==> src/rtl/log2_pkg.sv <==
// Shared constants, state encoding and the saturating exp2 helper for the
// log-compressed byte path (log2 encode side and exp2 decode side).
package log2_pkg;

  typedef enum logic [1:0] {
    IDLE    = 2'd0,
    CAPTURE = 2'd1,
    ARM     = 2'd2,
    DRAIN   = 2'd3
  } burst_state_t;

  localparam int BURST_DEPTH_DEF = 6;
  localparam int BYTE_W          = 8;

  // Returns {sat, y}: y = 1 << e for e below the byte width, all ones otherwise.
  function automatic logic [BYTE_W:0] exp2_sat(input logic [BYTE_W-1:0] e);
    logic [BYTE_W:0] r;
    if (int'(e) < BYTE_W)
      r = {1'b0, {{(BYTE_W-1){1'b0}}, 1'b1} << e};
    else
      r = {1'b1, {BYTE_W{1'b1}}};
    return r;
  endfunction

endpackage

==> src/rtl/burst_buf.sv <==
// DEPTH x W burst buffer: one write port, one read port with registered data.
module burst_buf #(
  parameter int DEPTH = 6,
  parameter int W     = 8,
  parameter int IW    = (DEPTH > 1) ? $clog2(DEPTH) : 1
) (
  input  logic          clk,
  input  logic          wr_en,
  input  logic [IW-1:0] wr_addr,
  input  logic [W-1:0]  wr_data,
  input  logic          rd_en,
  input  logic [IW-1:0] rd_addr,
  output logic [W-1:0]  rd_data
);

  logic [W-1:0] mem [DEPTH];

  always_ff @(posedge clk) begin
    if (wr_en)
      mem[wr_addr] <= wr_data;
    if (rd_en)
      rd_data <= mem[rd_addr];
  end

endmodule

==> src/rtl/exp2_burst.sv <==
// Captures a burst of exponents, then replays it as saturated 2**e once the
// input burst ends (decode side of the log-compressed byte path).
module exp2_burst
  import log2_pkg::*;
#(
  parameter int DEPTH = BURST_DEPTH_DEF,
  parameter int W     = BYTE_W
) (
  input  logic         clk,
  input  logic         rst,
  input  logic [W-1:0] x,
  input  logic         validx,
  output logic [W-1:0] y,
  output logic         ysat,
  output logic         validy,
  output logic         busy,
  output logic         ovf
);

  localparam int PW = $clog2(DEPTH) + 1;
  localparam int IW = (DEPTH > 1) ? $clog2(DEPTH) : 1;

  localparam logic [1:0] S_IDLE    = 2'(IDLE);
  localparam logic [1:0] S_CAPTURE = 2'(CAPTURE);
  localparam logic [1:0] S_ARM     = 2'(ARM);
  localparam logic [1:0] S_DRAIN   = 2'(DRAIN);

  logic [1:0]    state;
  logic [PW-1:0] wr_ptr;
  logic [PW-1:0] rd_ptr;
  logic [W-1:0]  rd_data;
  logic [IW-1:0] wr_addr;
  logic          wr_en;
  logic          rd_en;
  logic          last_beat;
  logic [W:0]    f_out;

  // wr_ptr doubles as the beat count; rd_ptr runs one ahead of the beat on y
  // because the buffer read is registered.
  assign last_beat = (rd_ptr == wr_ptr);
  assign wr_en     = validx && ((state == S_IDLE) ||
                               ((state == S_CAPTURE) && (wr_ptr < PW'(DEPTH))));
  assign wr_addr   = (state == S_IDLE) ? '0 : wr_ptr[IW-1:0];
  assign rd_en     = (state == S_ARM) || ((state == S_DRAIN) && !last_beat);
  assign f_out     = exp2_sat(rd_data);
  assign busy      = (state == S_CAPTURE) || (state == S_DRAIN);

  burst_buf #(
    .DEPTH (DEPTH),
    .W     (W),
    .IW    (IW)
  ) u_buf (
    .clk     (clk),
    .wr_en   (wr_en),
    .wr_addr (wr_addr),
    .wr_data (x),
    .rd_en   (rd_en),
    .rd_addr (rd_ptr[IW-1:0]),
    .rd_data (rd_data)
  );

  always_ff @(posedge clk) begin
    if (rst) begin
      state  <= S_IDLE;
      wr_ptr <= '0;
      rd_ptr <= '0;
      y      <= '0;
      ysat   <= 1'b0;
      validy <= 1'b0;
      ovf    <= 1'b0;
    end else begin
      validy <= 1'b0;
      case (state)
        S_IDLE: begin
          if (validx) begin
            wr_ptr <= PW'(1);
            rd_ptr <= '0;
            state  <= S_CAPTURE;
          end
        end
        S_CAPTURE: begin
          if (validx) begin
            if (wr_ptr < PW'(DEPTH))
              wr_ptr <= wr_ptr + PW'(1);
            else
              ovf <= 1'b1;
          end else begin
            state <= S_ARM;
          end
        end
        S_ARM: begin
          rd_ptr <= PW'(1);
          state  <= S_DRAIN;
          if (validx)
            ovf <= 1'b1;
        end
        S_DRAIN: begin
          validy <= 1'b1;
          ysat   <= f_out[W];
          y      <= f_out[W-1:0];
          if (last_beat)
            state <= S_IDLE;
          else
            rd_ptr <= rd_ptr + PW'(1);
          if (validx)
            ovf <= 1'b1;
        end
        default: state <= S_IDLE;
      endcase
    end
  end

endmodule

==> config.mk <==
export PLATFORM = sky130hd
export DESIGN_NAME = exp2_burst
export DESIGN_NICKNAME = d
export VERILOG_FILES = /design/src/rtl/log2_pkg.sv /design/src/rtl/burst_buf.sv /design/src/rtl/exp2_burst.sv
export SDC_FILE = /design/constraint.sdc
export NUM_CORES = 1
export LEC_CHECK = 0
export ABC_AREA = 1
export CAP_MARGIN = 20
export CORE_UTILIZATION = 30
export DETAILED_ROUTE_END_ITERATION = 12
export GPL_ROUTABILITY_DRIVEN = 0
export GPL_TIMING_DRIVEN = 0
export PLACE_DENSITY_LB_ADDON = 0.25
export SETUP_SLACK_MARGIN = 0.2
export SLEW_MARGIN = 15
export SYNTH_ARGS = -nofsm -noshare
export SYNTH_HDL_FRONTEND = slang
export SYNTH_SLANG_ARGS = --single-unit
==> constraint.sdc <==
create_clock -name clk -period 3 [get_ports clk]
set_clock_uncertainty 0.1 [all_clocks]
set_input_delay 0.75 -clock clk [delete_from_list [all_inputs] [get_ports clk]]
set_output_delay 0.75 -clock clk [all_outputs]
set_load 0.005 [all_outputs]
==> results.cfg, run 1 <==
[cells_and_area]
num_antenna_cells = 0
layout-drive-gt1-share_pct = 12.6
utilization_pct = 36.7
nNetsFinal = 353
area_delta_synth_final_pct = 17.9
stdcell_count = 477
final_area_um2 = 3820

[global_routing]
groute.usage.overall_pct = 12.7
grt_max_degree = 16
met1_usage_pct = 16.9
grt_pass1_wl_um = 10800
met2_usage_pct = 19.6
grt-busiest-layer = met2
grt_pass1_vias = 2212
gr-total-overflow = 0
antenna_found_initial = 0
use_met3_pct = 2.94

[clock_network]
cts.sinks = 77
clk_pin_slew_ns = 0.09
h-tree-depth = 3
cts_made_buffers = 9
clockRootBuffer = clkbuf_8
postCtsSetupRepairBufs = 0
clkLatencyLatePin_ns = 0.35
cts.path.max_buffers = 2
cts_tree = yes
ctsHoldBuffers = 0

[min_path]
min_to = ovf
min_from = ovf
min_path_cells = 2
hp-class = reg2reg

[yosys]
yosys_warnings = 0
synth_compound_area_share_pct = 11.4
synth_common_cells = nand2_1, edfxtp_1, nor2_1
ys_seq_elements = 77
post-synth-top-count-cell = nand2_1
synth.area.mux_share_pct = 0
synth_xor_area_share_pct = 0.270
yosys_most_used_dff = edfxtp_1
synth_edf_count = 56
synth_nets = 320
syn_avg_cell_area_um2 = 10.7
synth_cell_types = 28
synth_adder_area_share_pct = 2.32
synth.yosys.seq_area_share_pct = 64.9
syn_area_um2 = 3240
synth_top_family_by_area = simple AND/OR/NAND/NOR gates
yosys.area_share.simple_pct = 16.3
synth_cells = 303
synthTopCellsByArea = edfxtp_1, dfxtp_1, nand2_1
async_flop_share_pct = 0
yosysTopAreaCell = edfxtp_1
netlist.area_leader.share_pct = 51.9

[route]
drt_iter0_drc = 109
vias_per_cell = 4.70
wirelength_um = 6490
antenna_left = 0
drt_drc_violations_left = 0
drt_pre_antenna_iters = 4
vias = 2242
wl_per_cell_um = 13.6

[worst_setup_path]
rr_endpoint = u_buf.mem[0][0]
r2r-start = state[0]
worstSetupPathType = reg2out
required_ns = 2.15
worstPathCellList = ha_1 > clkbuf_4 > inv_1 > nand2_1 > clkdlybuf4s50_1
slowest_delay_ns = 0.50
cp-end-kind = output port
reg2reg_slack_ns = 0.45
r2r_cells = 6
crit_path_top_delay_cell = clkdlybuf4s50_1
arrival_ns = 1.81
cp_max_fo = 8
cp-start-kind = flip-flop

[placement]
io_buffers = 21
place_area_um2 = 3640
place_hpwl_um = 4550
dp.cells = 461

[die]
core_um2 = 10400
die_y_um = 106
die_area_um2 = 11200
die_w_um = 106
start_util_pct = 31.1
rows = 37
ios = 23

[timing]
finalSetupViolCount = 0
fin_crit_ns = 2.66
rsz0062_at_grt = no
fmax_mhz = 376
slew_headroom_pct = 33.3
worst_slew_pin_slew_ns = 1.00
finalHoldViolations = 0
final-max-slew-violation-count = 0
min_period_over_period_pct = 88.7

[run]
cap_violations = 0

[status]
status = finished, final reports clean

[power_and_ir_drop]
power_mw = 2.99
cellPowerDensity_nw_per_um2 = 782
p_leak_nw = 1.34
ir_drop_uv = 219
## registers in the layout (all words and copies together) (netlist names)
signal / flops
wr_ptr: 4
rd_ptr: 4
ovf: 1
state: 2
y: 8
u_buf.mem: 48
validy: 1
u_buf.rd_data: 8
ysat: 1
## area by class of cell
| type | instances | area, um2 |
|---|---|---|
| multi-input combinational | 189 | 993 |
| timing repair buffer | 22 | 215 |
| buffer | 12 | 61.3 |
| inverter | 25 | 96.3 |
| clock inverter | 7 | 57.6 |
| tap | 136 | 170 |
| sequential | 77 | 2100 |
| clock buffer | 9 | 124 |
| fill | 1046 | 6600 |
## layout by cell type (no fill, tap or decap), types with 3 or more instances in the layout
cell | netlist | routed
nand2_1 | 73 | 73
edfxtp_1 | 56 | 56
nor2_1 | 23 | 23
inv_1 | 22 | 22
clkdlybuf4s50_1 | 0 | 21
dfxtp_1 | 21 | 21
a21oi_1 | 19 | 19
o21ai_0 | 10 | 10
clkbuf_8 | 0 | 9
buf_2 | 8 | 8
a32o_1 | 8 | 8
o22ai_1 | 8 | 8
a31oi_1 | 8 | 8
nand3_1 | 6 | 6
nor3_1 | 8 | 6
ha_1 | 6 | 6
nand4_1 | 5 | 5
nand2_2 | 4 | 4
nand3_2 | 3 | 3
## what timing repair did
action / 4_1_cts / 5_1_grt
gates resized for setup: 0 / 1
endpoints found under the setup margin: 0 / 1
hold endpoints to repair: 0 / 0
## power breakdown
group          switching (mW)  internal (mW)
Combinational           0.545          0.325
Clock                   0.419          0.312
Sequential             0.0711           1.32
## worst max path at each step
stage	from	to	slack, ns	depth (start not counted)
floorplan	validx	u_buf.mem[1][0]	0.83	3
global placement	validx	u_buf.mem[1][4]	-0.30	4
detailed placement	validx	u_buf.mem[0][4]	-0.06	4
CTS	state[1]	busy	0.27	5
global route	state[0]	busy	0.23	5
finish	state[1]	busy	0.34	5
## logic make-up after synthesis
kind of cell	after synthesis
simple gates	124
fa+ha+maj	6
xor+xnor	1
buf+inv	37
flops	77
compound gates	58
## metal layers
| layer | share of wire (%) | wire length (um) |
|---|---|---|
| met2 | 45 | 2910 |
| met5 | 0 | 0 |
| met1 | 50 | 3250 |
| met4 | 1.8 | 115 |
| met3 | 3.3 | 216 |
## per-stage QoR
| stage | setup WS [ns] | setup TNS, ns | hold WS [ns] |
|---|---|---|---|
| 4_1_cts | 0.270 | 0 | 0.361 |
| 6_report | 0.340 | 0 | 0.357 |
| 3_5_place_dp | -0.0556 | -0.443 | 0.345 |
| 3_3_place_gp | -0.298 | -5.34 | 0.345 |
| 2_1_floorplan | 0.830 | 0 | 0.330 |
| 5_1_grt | 0.228 | 0 | 0.399 |
## worst max-delay path, delay by kind of cell (launching register included)
| kind | cells | cell delay (ns) |
|---|---|---|
| flops | 1 | 0.38 |
| buf+inv | 3 | 0.81 |
| fa+ha+maj | 1 | 0.16 |
| simple gates | 1 | 0.11 |
Power figures use the tool's default switching activity.
==> run 2, diff against run 1 <==
--- a/config.mk
+++ b/config.mk
@@ -7,6 +7,7 @@
 export LEC_CHECK = 0
 export ABC_AREA = 1
 export CAP_MARGIN = 20
+export CORE_ASPECT_RATIO = 0.8
 export CORE_UTILIZATION = 30
 export DETAILED_ROUTE_END_ITERATION = 12
 export GPL_ROUTABILITY_DRIVEN = 0
==> run 2 against run 1 <==
Net effect:
- critical path type unchanged
- highest routed layer unchanged
- cell count up 1.0%
- fmax is 0.13% higher
- routed wire length up 11%
==> results.cfg, run 2 (synthesis gave the netlist of run 1 again) <==
[status]
status = finished, final reports clean

[clock_network]
cts_tree = yes
clk_pin_slew_ns = 0.06
clkLatencyLatePin_ns = 0.33
cts_made_buffers = 9
cts.path.max_buffers = 2
ctsHoldBuffers = 0
h-tree-depth = 3
postCtsSetupRepairBufs = 0
cts.sinks = 77
clockRootBuffer = clkbuf_16
ctsResizeCount = 0

[placement]
dpl_worst_slack_ns = 0.00939
io_buffers = 21
place_hpwl_um = 4840

[worst_setup_path]
worstSetupPathType = reg2out
required_ns = 2.15
arrival_ns = 1.81
cp_max_fo = 8
reg2reg_slack_ns = 0.50
cp-start-kind = flip-flop
cp-end-kind = output port

[route]
antenna_left = 0
drt_pre_antenna_iters = 5
wirelength_um = 7180
wl_per_cell_um = 14.9
vias = 2245
vias_per_cell = 4.66
drt_iter0_drc = 104
drt_drc_violations_left = 0

[cells_and_area]
largest-register = u_buf.mem
area_delta_synth_final_pct = 22.5
nNetsFinal = 354
num_antenna_cells = 0
largest_reg_flops = 48
reg_top3 = u_buf.mem x48, u_buf.rd_data x8, y x8
final_common_cell = nand2_1
final_cell_mix = nand2_1, edfxtp_1, nor2_1
layout-drive-gt1-share_pct = 12.6

[global_routing]
groute.usage.overall_pct = 13.9
grt_pass1_vias = 2145
grt_max_degree = 15
antenna_found_initial = 0
grt_pass1_wl_um = 11400
gr-total-overflow = 0

[die]
start_util_pct = 31.3
core_um2 = 10400
rows = 33
die_y_um = 95.0
ios = 23
die_area_um2 = 11200
die_w_um = 118

[timing]
fin_ws_ns = 0.343
fin_crit_ns = 2.66
min_period_over_period_pct = 88.6
finalHoldViolations = 0
setup_tns_ns = 0
final-max-slew-violation-count = 0
slew_headroom_pct = 38.0
worst_slew_pin_slew_ns = 0.927
fmax_mhz = 376
rsz0062_at_grt = no
finalSetupViolCount = 0

[power_and_ir_drop]
p_seq_share_pct = 40.8
ir_drop_uv = 269
p_leak_nw = 1.41
clkPwrFrac_pct = 33.1
switching_power_mw = 1.06
intPower_mw = 2.35
cellPowerDensity_nw_per_um2 = 858
pwr-share-comb_pct = 26.1
p_sw_share_pct = 31.0

[min_path]
hp-class = reg2reg

[run]
cap_violations = 0
[run 2: through the flow]
stage | area [um2] | total power, mW | hold WS [ns] | utilization [%] | cells
2_1_floorplan | 3240 | 1.99 | 0.330 | - | 303
3_3_place_gp | 3630 | 2.28 | 0.340 | 35.0 | 464
3_5_place_dp | 3660 | 2.31 | 0.341 | 35.3 | 466
4_1_cts | 3970 | 3.45 | 0.350 | 38.3 | 482
5_1_grt | 3970 | 3.61 | 0.366 | 38.3 | 482
6_report | 3970 | 3.40 | 0.349 | 38.3 | 482
[run 2: final cells by class]
class / count / area, um2
Multi-Input combinational cell: 189 / 998
Inverter: 25 / 96.3
Fill cell: 1004 / 6390
Clock buffer: 12 / 258
Sequential cell: 77 / 2100
Clock inverter: 4 / 55.1
Tap cell: 140 / 175
Buffer: 12 / 58.8
Timing Repair Buffer: 23 / 225
[run 2: critical path: stages (launching register included)]
cell and delay (ns):
dfxtp_1 0.37, ha_1 0.16, buf_2 0.20, inv_1 0.14
nand2_1 0.11, clkdlybuf4s50_1 0.50
[run 2: worst paths after layout]
path / end / from / depth (start not counted)
worst min register to register: ovf / ovf / 2
worst max-delay path: busy / state[1] / 5
worst max register to register: u_buf.mem[3][2] / state[0] / 6
worst min-delay path: ovf / ovf / 2
[run 2: routing by layer]
| layer | wire length, um | GRT usage [%] | part of all wire (%) |
|---|---|---|---|
| met5 | 0 | 0 | 0 |
| met2 | 3100 | 20.3 | 43 |
| met4 | 33 | 4.81 | 0.46 |
| met3 | 303 | 5.19 | 4.2 |
| met1 | 3740 | 18.8 | 52 |
[run 2: power by group through the flow]
stage,clock [mW],combinational (mW),sequential [mW]
5_1_grt,1.20,1.01,1.41
6_report,1.13,0.889,1.39
3_5_place_dp,0,0.895,1.41
3_3_place_gp,0,0.873,1.41
2_1_floorplan,0,0.593,1.40
4_1_cts,1.15,0.900,1.39
